## src/rtl/arbitro_divisor.sv

```systemverilog
// Round-robin arbiter sharing one sequential divider among NREQ requesters, with divide-by-zero and hang traps.
// Latency: acepte to listo is D+3 cycles minimum for a D-cycle divider; a zero divisor gives listo one cycle after acepte.
// Backpressure: requesters hold sol until acepte; only one job is in flight and new grants are made only in INACTIVO.
module arbitro_divisor #(
    parameter int NREQ       = 4,
    parameter int DD_W       = 32,
    parameter int DV_W       = 16,
    parameter int Q_W        = 32,
    parameter int MAX_CICLOS = 255
) (
    input  logic                 reloj,
    input  logic                 reset,
    input  logic [NREQ-1:0]      sol,
    input  logic [NREQ*DD_W-1:0] dividendo_in,
    input  logic [NREQ*DV_W-1:0] divisor_in,
    output logic [NREQ-1:0]      acepte,
    output logic [NREQ-1:0]      listo,
    output logic [Q_W-1:0]       cociente_out,
    output logic                 error,
    output logic                 ocupado,
    output logic [DD_W-1:0]      div_dividendo,
    output logic [DV_W-1:0]      div_divisor,
    output logic                 div_inicie,
    input  logic                 div_termino,
    input  logic [Q_W-1:0]       div_cociente
);
    localparam int IDX_W = (NREQ > 1) ? $clog2(NREQ) : 1;
    localparam int WD_W  = $clog2(MAX_CICLOS + 1);
    localparam logic [NREQ-1:0] UNO = NREQ'(1);

    typedef enum logic [2:0] {
        ESPERA_LISTO,
        INACTIVO,
        ARRANQUE,
        CALCULO,
        ENTREGA
    } estado_t;

    estado_t          estado_q, estado_d;
    logic [IDX_W-1:0] rr_q, rr_d, sel_q, sel_d;
    logic [WD_W-1:0]  wd_q, wd_d, wd_inc;
    logic [NREQ-1:0]  acepte_q, acepte_d, listo_q, listo_d;
    logic [Q_W-1:0]   cociente_q, cociente_d;
    logic             error_q, error_d, ocupado_q, ocupado_d, inicie_q, inicie_d;
    logic [DD_W-1:0]  dividendo_q, dividendo_d;
    logic [DV_W-1:0]  divisor_q, divisor_d;
    logic             hallado;
    int               idx, cand;

    always_comb begin
        estado_d    = estado_q;
        rr_d        = rr_q;
        sel_d       = sel_q;
        wd_d        = wd_q;
        wd_inc      = wd_q + WD_W'(1);
        acepte_d    = '0;
        listo_d     = '0;
        cociente_d  = cociente_q;
        error_d     = error_q;
        inicie_d    = inicie_q;
        dividendo_d = dividendo_q;
        divisor_d   = divisor_q;
        hallado     = 1'b0;
        idx         = 0;
        cand        = 0;

        case (estado_q)
            ESPERA_LISTO: begin
                if (div_termino) estado_d = INACTIVO;
            end
            INACTIVO: begin
                // First pending request at or above the pointer, wrapping around.
                for (int i = 0; i < NREQ; i++) begin
                    cand = int'(rr_q) + i;
                    if (cand >= NREQ) cand = cand - NREQ;
                    if (!hallado && sol[cand]) begin
                        hallado = 1'b1;
                        idx     = cand;
                    end
                end
                if (hallado) begin
                    sel_d       = IDX_W'(idx);
                    rr_d        = (idx == NREQ - 1) ? '0 : IDX_W'(idx + 1);
                    acepte_d    = UNO << idx;
                    dividendo_d = dividendo_in[idx*DD_W +: DD_W];
                    divisor_d   = divisor_in[idx*DV_W +: DV_W];
                    if (divisor_in[idx*DV_W +: DV_W] == '0) begin
                        cociente_d = '1;
                        error_d    = 1'b1;
                        estado_d   = ENTREGA;
                    end else begin
                        inicie_d = 1'b1;
                        wd_d     = '0;
                        estado_d = ARRANQUE;
                    end
                end
            end
            ARRANQUE, CALCULO: begin
                if (estado_q == ARRANQUE && !div_termino) begin
                    inicie_d = 1'b0;
                    wd_d     = '0;
                    estado_d = CALCULO;
                end else if (estado_q == CALCULO && div_termino) begin
                    cociente_d = div_cociente;
                    error_d    = 1'b0;
                    estado_d   = ENTREGA;
                end else if (wd_inc == WD_W'(MAX_CICLOS)) begin
                    // Divider is stuck: report the abort directly and resync on its idle flag.
                    inicie_d   = 1'b0;
                    cociente_d = '1;
                    error_d    = 1'b1;
                    listo_d    = UNO << sel_q;
                    estado_d   = ESPERA_LISTO;
                end else begin
                    wd_d = wd_inc;
                end
            end
            ENTREGA: begin
                listo_d  = UNO << sel_q;
                estado_d = INACTIVO;
            end
            default: estado_d = ESPERA_LISTO;
        endcase

        ocupado_d = (estado_d != INACTIVO);
    end

    always_ff @(posedge reloj) begin
        if (reset) begin
            estado_q    <= ESPERA_LISTO;
            rr_q        <= '0;
            sel_q       <= '0;
            wd_q        <= '0;
            acepte_q    <= '0;
            listo_q     <= '0;
            cociente_q  <= '0;
            error_q     <= 1'b0;
            ocupado_q   <= 1'b0;
            inicie_q    <= 1'b0;
            dividendo_q <= '0;
            divisor_q   <= '0;
        end else begin
            estado_q    <= estado_d;
            rr_q        <= rr_d;
            sel_q       <= sel_d;
            wd_q        <= wd_d;
            acepte_q    <= acepte_d;
            listo_q     <= listo_d;
            cociente_q  <= cociente_d;
            error_q     <= error_d;
            ocupado_q   <= ocupado_d;
            inicie_q    <= inicie_d;
            dividendo_q <= dividendo_d;
            divisor_q   <= divisor_d;
        end
    end

    assign acepte        = acepte_q;
    assign listo         = listo_q;
    assign cociente_out  = cociente_q;
    assign error         = error_q;
    assign ocupado       = ocupado_q;
    assign div_inicie    = inicie_q;
    assign div_dividendo = dividendo_q;
    assign div_divisor   = divisor_q;
endmodule

```

## config.mk

```make
export PLATFORM = sky130hd
export DESIGN_NAME = arbitro_divisor
export DESIGN_NICKNAME = d
export VERILOG_FILES = /design/src/rtl/arbitro_divisor.sv
export SDC_FILE = /design/constraint.sdc
export NUM_CORES = 1
export LEC_CHECK = 0
export ABC_CLOCK_PERIOD_IN_PS = 5750
export BUFFER_PORTS_ARGS = -buffer_cell sky130_fd_sc_hd__buf_2
export CAP_MARGIN = 20
export CORE_AREA = 5 5 121 123
export DETAILED_ROUTE_END_ITERATION = 10
export DIE_AREA = 0 0 126 128
export GPL_TIMING_DRIVEN = 1
export HOLD_SLACK_MARGIN = 0.1
export PLACE_DENSITY = 0.78
export SYNTH_ARGS = -nofsm -noshare
export SYNTH_HDL_FRONTEND = slang
export SYNTH_SLANG_ARGS = --single-unit
```

## constraint.sdc

```tcl
create_clock -name reloj -period 5.75 [get_ports reloj]
set_input_delay 0.8625 -clock reloj [delete_from_list [all_inputs] [get_ports reloj]]
set_output_delay 0.8625 -clock reloj [all_outputs]
set_load 0.01 [all_outputs]
```

==> Yosys cells after proc, flatten, opt, wreduce, memory -nomap -nowiden <==
Index checks and enable logic that the tools add are counted.
{ "op_classes": {"add_sub_neg": 9, "order_cmp": 8, "n_eq_ne": 15, "n_shift": 4, "mux": 69, "bitwise": 2, "reduce_logical": 18} }
{ "ops": {"columns": ["operator", "count"], "rows": [
  ["$mux 32", 18],
  ["$lt 32x4->1 const B", 4],
  ["$shiftx 128x32->32", 1],
  ["$pmux 32 s2", 1],
  ["$shiftx 64x32->16", 1],
  ["$mux 8", 5],
  ["$eq 32x3->1 const B", 1],
  ["$shl 1x32->4 const A", 1],
  ["$mux 1", 26],
  ["$mux 3", 6],
  ["$logic_not 16->1", 1],
  ["$pmux 8 s2", 1],
  ["$reduce_and 5->1", 3],
  ["$mux 4", 3],
  ["$ne 3x3->1 const B", 4],
  ["$pmux 3 s4", 1],
  ["$sub 3x3->4 const B", 3],
  ["$ge 3x3->1 const B", 3],
  ["$add 8x1->8 const B", 1],
  ["$bmux 1 s2", 4],
  ["$eq 8x8->1 const B", 1],
  ["$ne 2x2->1 const B", 4],
  ["$pmux 4 s2", 1],
  ["$add 2x2->3 const B", 2],
  ["other kinds (19)", 29]
]} }
{ "word_totals": {"register_bits": 106, "in_bits": 231, "output_inout_bits": 91} }

==> Longest topological paths before layout <==
{ "depth": {"depth_word": 26, "mapped_depth": 14, "depth_no_buf": 9} }

==> Least setup slack after synthesis <==
No wires, ideal clock.
{ "synth_timing": {"path_type": "register to register", "from": "register rr_q[0]", "to": "register divisor_q[15], in the netlist div_divisor[15]", "setup_time_ps": 128, "arrival_time_ps": 3013, "required_ps": 5622, "slack_ps": 2610, "path_stages_with_launch": 14, "period_less_slack_ps": 3140, "path_cell_list": "dfxtp_1 buf_6 buf_2 inv_1 ha_1 buf_2 nor4bb_1 a21oi_1 o211ai_2 buf_6 buf_2 mux4_2 a22oi_1 nor2_1"} }
{ "synth_between": {"elab_chain_len": 21, "elab_cells_between_ends": 52} }
{ "synth_lines": {"columns": ["item", "line", "source"], "rows": [
  ["from (decl)", "40", "logic [IDX_W-1:0] rr_q, rr_d, sel_q, sel_d;"],
  ["from (signal assigned)", "144", "rr_q <= rr_d;"],
  ["$sub 2x3->4 / $ge 2x3->1 (equally long branches)", "75", "if (cand >= NREQ) cand = cand - NREQ;"],
  ["$mux 32", "75", null],
  ["$mux 32", "67", "case (estado_q)"],
  ["$bmux 1 s2", "76", "if (!hallado && sol[cand]) begin"],
  ["$mux 1 (implied by the code) (2 in series)", "76", null],
  ["$mux 1", "76", null],
  ["$mux 1", "67", null],
  ["$logic_not 1->1", "76", null],
  ["[... 4 more ...]", null, null],
  ["$logic_and 1x1->1", "76", null],
  ["$mux 1", "76", null],
  ["$mux 1", "67", null],
  ["$logic_not 1->1", "76", null],
  ["$logic_and 1x1->1", "76", null],
  ["$mux 32 / $mux 1 (equally long branches)", "76", null],
  ["$mux 32 / $mux 1 (equally long branches)", "67", null],
  ["$shiftx 64x32->16 / $reduce_and 2->1 (equally long branches)", null, null],
  ["to (signal assigned)", "154", "divisor_q <= divisor_d;"],
  ["to (decl)", "46", "logic [DV_W-1:0] divisor_q, divisor_d;"]
]} }
Several ways; a longest one is shown, not always the timed one. The select of a mux whose other input is x is not followed.
A chain may end at the register's enable or synchronous reset.

==> Worst setup path after layout <==
{ "layout_timing": {"from": "register rr_q[0]", "to": "register divisor_q[8], in the netlist div_divisor[8]"} }
Same word-level chain as after synthesis.

==> flow_summary.json <==
{
  "outcome": "complete, no violations",
  "hold_start": "sel_q[0]$_SDFFE_PP0P_",
  "initialDrtViolationCount": 321,
  "worst_skew_pair.late_latency_ps": 350,
  "ys_types": 58,
  "yosysSeqAreaShare_pct": 38.0,
  "cpMostUsedCell": "buf_4",
  "p_leak_nw": 3.38,
  "ys_ff_latch": 106,
  "worstPathRequired_ps": 5980,
  "start_util_pct": 41.2,
  "detailedPlace.worstSlack_ps": 1450,
  "cp.buffers_inverters": 3,
  "vias": 5633,
  "core-area_um2": 13600,
  "worstSetupPathType": "flop to flop",
  "max_stage_delay_ps": 750,
  "ys_warn_count": 0,
  "synth_edf_count": 0,
  "powerDensity_nw_per_um2": 295,
  "ys_async_sr_fraction_pct": 0,
  "yosysMostFrequentCell": "dfxtp_1",
  "ys_dominant_reg_cell": "dfxtp_1",
  "maxCapViolCount": 0,
  "post_dp_cell_area_um2": 7260,
  "cp_slowest_cell": "dfxtp_1",
  "regArea_um2": 2120,
  "drt_pass1_iterations": 7,
  "critical_path_arrival_ps": 4480,
  "synth.area.top_cells": "dfxtp_1 38%, mux4_2 20%, o221a_1 5.8%",
  "irDropWorstVdd_mv": 0.166,
  "drc": 0,
  "skew_ps": 8.53,
  "power_frac_comb_pct": 34.5,
  "cp.depth": 10,
  "fmax_mhz": 236,
  "synth_top_area_share_pct": 38.0,
  "slew_violations": 0,
  "syn_avg_cell_area_um2": 11.3,
  "multiInputGateArea_um2": 3230,
  "cts_root_buffer": "clkbuf_16",
  "p_sw_mw": 0.717,
  "path_cells": "inv_1 > ha_1 > mux2i_1 > o221ai_1 > o211ai_4 > buf_4 > buf_4 > mux4_2 > a22oi_1 > nor2_1",
  "ant_nets": 0,
  "setup_violations": 0,
  "post-route-period-util_pct": 73.8,
  "clock_sinks": 106,
  "switching_share_pct": 31.9,
  "gp_congestion": 1.07,
  "grt_pass1_wl_um": 28100,
  "r2r-end": "div_divisor[8]$_SDFFE_PP0P_",
  "holdPathEnd": "listo[2]$_SDFF_PP0_",
  "hp-class": "flop to flop",
  "rsz0062_at_grt": "false",
  "crit_path_start_kind": "flop",
  "ios": 322,
  "min_path_cells": 1,
  "finalCriticalPeriod_ps": 4240,
  "finalHoldViolCount": 0,
  "p_clk_share_pct": 27.2,
  "antenna_found_initial": 1,
  "cts_tree": "done",
  "path_max_fanout": 34,
  "rrSetupSlack_ps": 1510,
  "slew_headroom_pct": 28.9,
  "syn-cell-area_um2": 5590,
  "fill_cells": 1229,
  "yosysTopAreaCell": "dfxtp_1",
  "cts_buffers": 9,
  "cp_top_family": "buffers and inverters",
  "synthCells": 493,
  "postCtsSetupBuffers": 0,
  "ys_top_cells_by_count": "106 x dfxtp_1, 50 x mux4_2, 38 x nor2_1, 32 x a22o_1, 29 x o221a_1",
  "die_w_um": 126,
  "clkTransAtPathRegs_ps": 70,
  "first_global_vias": 5703,
  "grtUsageTotal_pct": 21.6,
  "die_area_um2": 16100,
  "p_seq_share_pct": 38.3,
  "internal_power_mw": 1.53,
  "post_cts_resized": 0,
  "viasPerCell": 5.78,
  "io_buffer_count": 321,
  "holdBufCountCts": 0,
  "die_y_um": 128,
  "reg2reg_from": "rr_q[0]$_SDFFE_PP0P_",
  "final_area_um2": 7620,
  "drive_gt1_share_pct": 51.4,
  "area_growth_pct": 36.3,
  "finalNetCount": 1027,
  "clockBufferDepth": 2,
  "setup_slack_ps": 1510,
  "avgRoutedWirePerCell_um": 19.0,
  "hpwlAfterDp_um": 14600,
  "syn_nets": 731,
  "overflow": 0,
  "end_kind": "flop",
  "reg2reg_depth": 10,
  "cts_htree_levels": 3,
  "setup_tns_ps": 0,
  "rows": 43,
  "tightest_slew_ps": 1060,
  "grt_start_max_net_pins": 36,
  "whs_ps": 471,
  "routed_wl_um": 18600
}
[registers in the layout, indices dropped and copies added (netlist names), 2 cells and up]
signal and flops:
wd_q 8, listo 4, acepte 4, cociente_out 32, rr_q 2, estado_q 3, sel_q 2, div_divisor 16
div_dividendo 32
[final cells by class]
class	instances	area share, %
Antenna cell	1	0.0329
Clock buffer	10	3.14
Clock inverter	6	0.739
Inverter	9	0.444
Multi-Input combinational cell	334	42.4
Sequential cell	106	27.9
Tap cell	180	2.96
Timing Repair Buffer	329	22.4
[power by group through the flow]
stage	clock network [mW]	logic [mW]	registers, mW
6_report	0.610	0.776	0.861
4_1_cts	0.629	0.778	0.860
2_1_floorplan	0	0.524	0.892
5_1_grt	0.657	0.845	0.871
3_3_place_gp	0	0.765	0.875
3_5_place_dp	0	0.777	0.875
[cells in the final DEF, fill, tap and decap left out, types with 4 or more instances in the layout]
cell       count
buf_2        321
dfxtp_1      106
mux4_2        50
nor2_1        37
a22o_1        32
o221a_1       29
a21oi_1       18
nor4_1        18
nand2_1       17
a22oi_1       16
clkbuf_16      9
inv_1          8
o21ai_0        8
mux2i_1        7
nor2b_1        7
ha_1           7
and2_1         6
nand4_1        6
a311oi_1       6
buf_4          6
nand3_1        5
or3_1          5
o221a_2        4
nor3_1         4
o211ai_1       4
[through the flow]
stage               utilization (%)  power, mW  instances
global route                   56.2       2.37        975
detailed placement             53.6       1.65        956
global placement               53.6       1.64        956
finish                         56.2       2.25        975
CTS                            55.7       2.27        972
floorplan                         -       1.42        493
[layer usage]
layer	up-vias	global-route usage (%)	routed length, um
met5	-	0	0
met4	0	10.5	601
met3	51	6.04	1710
met2	342	36.1	9280
met1	2638	25.6	6960
li1	2602	-	-
[how the worst max path moves through the flow]
stage / startpoint / endpoint / slack, ps
6_report: rr_q[0]$_SDFFE_PP0P_ / div_divisor[8]$_SDFFE_PP0P_ / 1510
5_1_grt: rr_q[0]$_SDFFE_PP0P_ / div_divisor[8]$_SDFFE_PP0P_ / 1070
4_1_cts: rr_q[0]$_SDFFE_PP0P_ / cociente_out[0]$_SDFFE_PP0P_ / 1420
3_5_place_dp: rr_q[0]$_SDFFE_PP0P_ / cociente_out[0]$_SDFFE_PP0P_ / 1450
3_3_place_gp: rr_q[0]$_SDFFE_PP0P_ / cociente_out[30]$_SDFFE_PP0P_ / 1550
2_1_floorplan: rr_q[0]$_SDFFE_PP0P_ / div_divisor[15]$_SDFFE_PP0P_ / 2610
[worst reg2reg max path, stage by stage, from the launching register on]
cell and delay (ps):
dfxtp_1 750, inv_1 300, ha_1 620, mux2i_1 310, o221ai_1 190, o211ai_4 130, buf_4 360, buf_4 610
mux4_2 610, a22oi_1 190, nor2_1 60
[logic make-up (layout without fill, tap and decap cells)]
logic type                 count (synthesis)  count (layout)  synth area share [%]
adders and majority gates                  7               7                  1.57
AOI/OAI and AO/OA                        142             142                  22.2
buffers and inverters                     53             354                  4.59
DFF                                      106             106                  38.0
and+or+nand+nor                          127             127                  12.1
other                                      0               1                     0
muxes                                     57              57                  21.4
xor gates and xnor gates                   1               1                 0.157
Note: power is estimated with default switching activity, not from simulation.
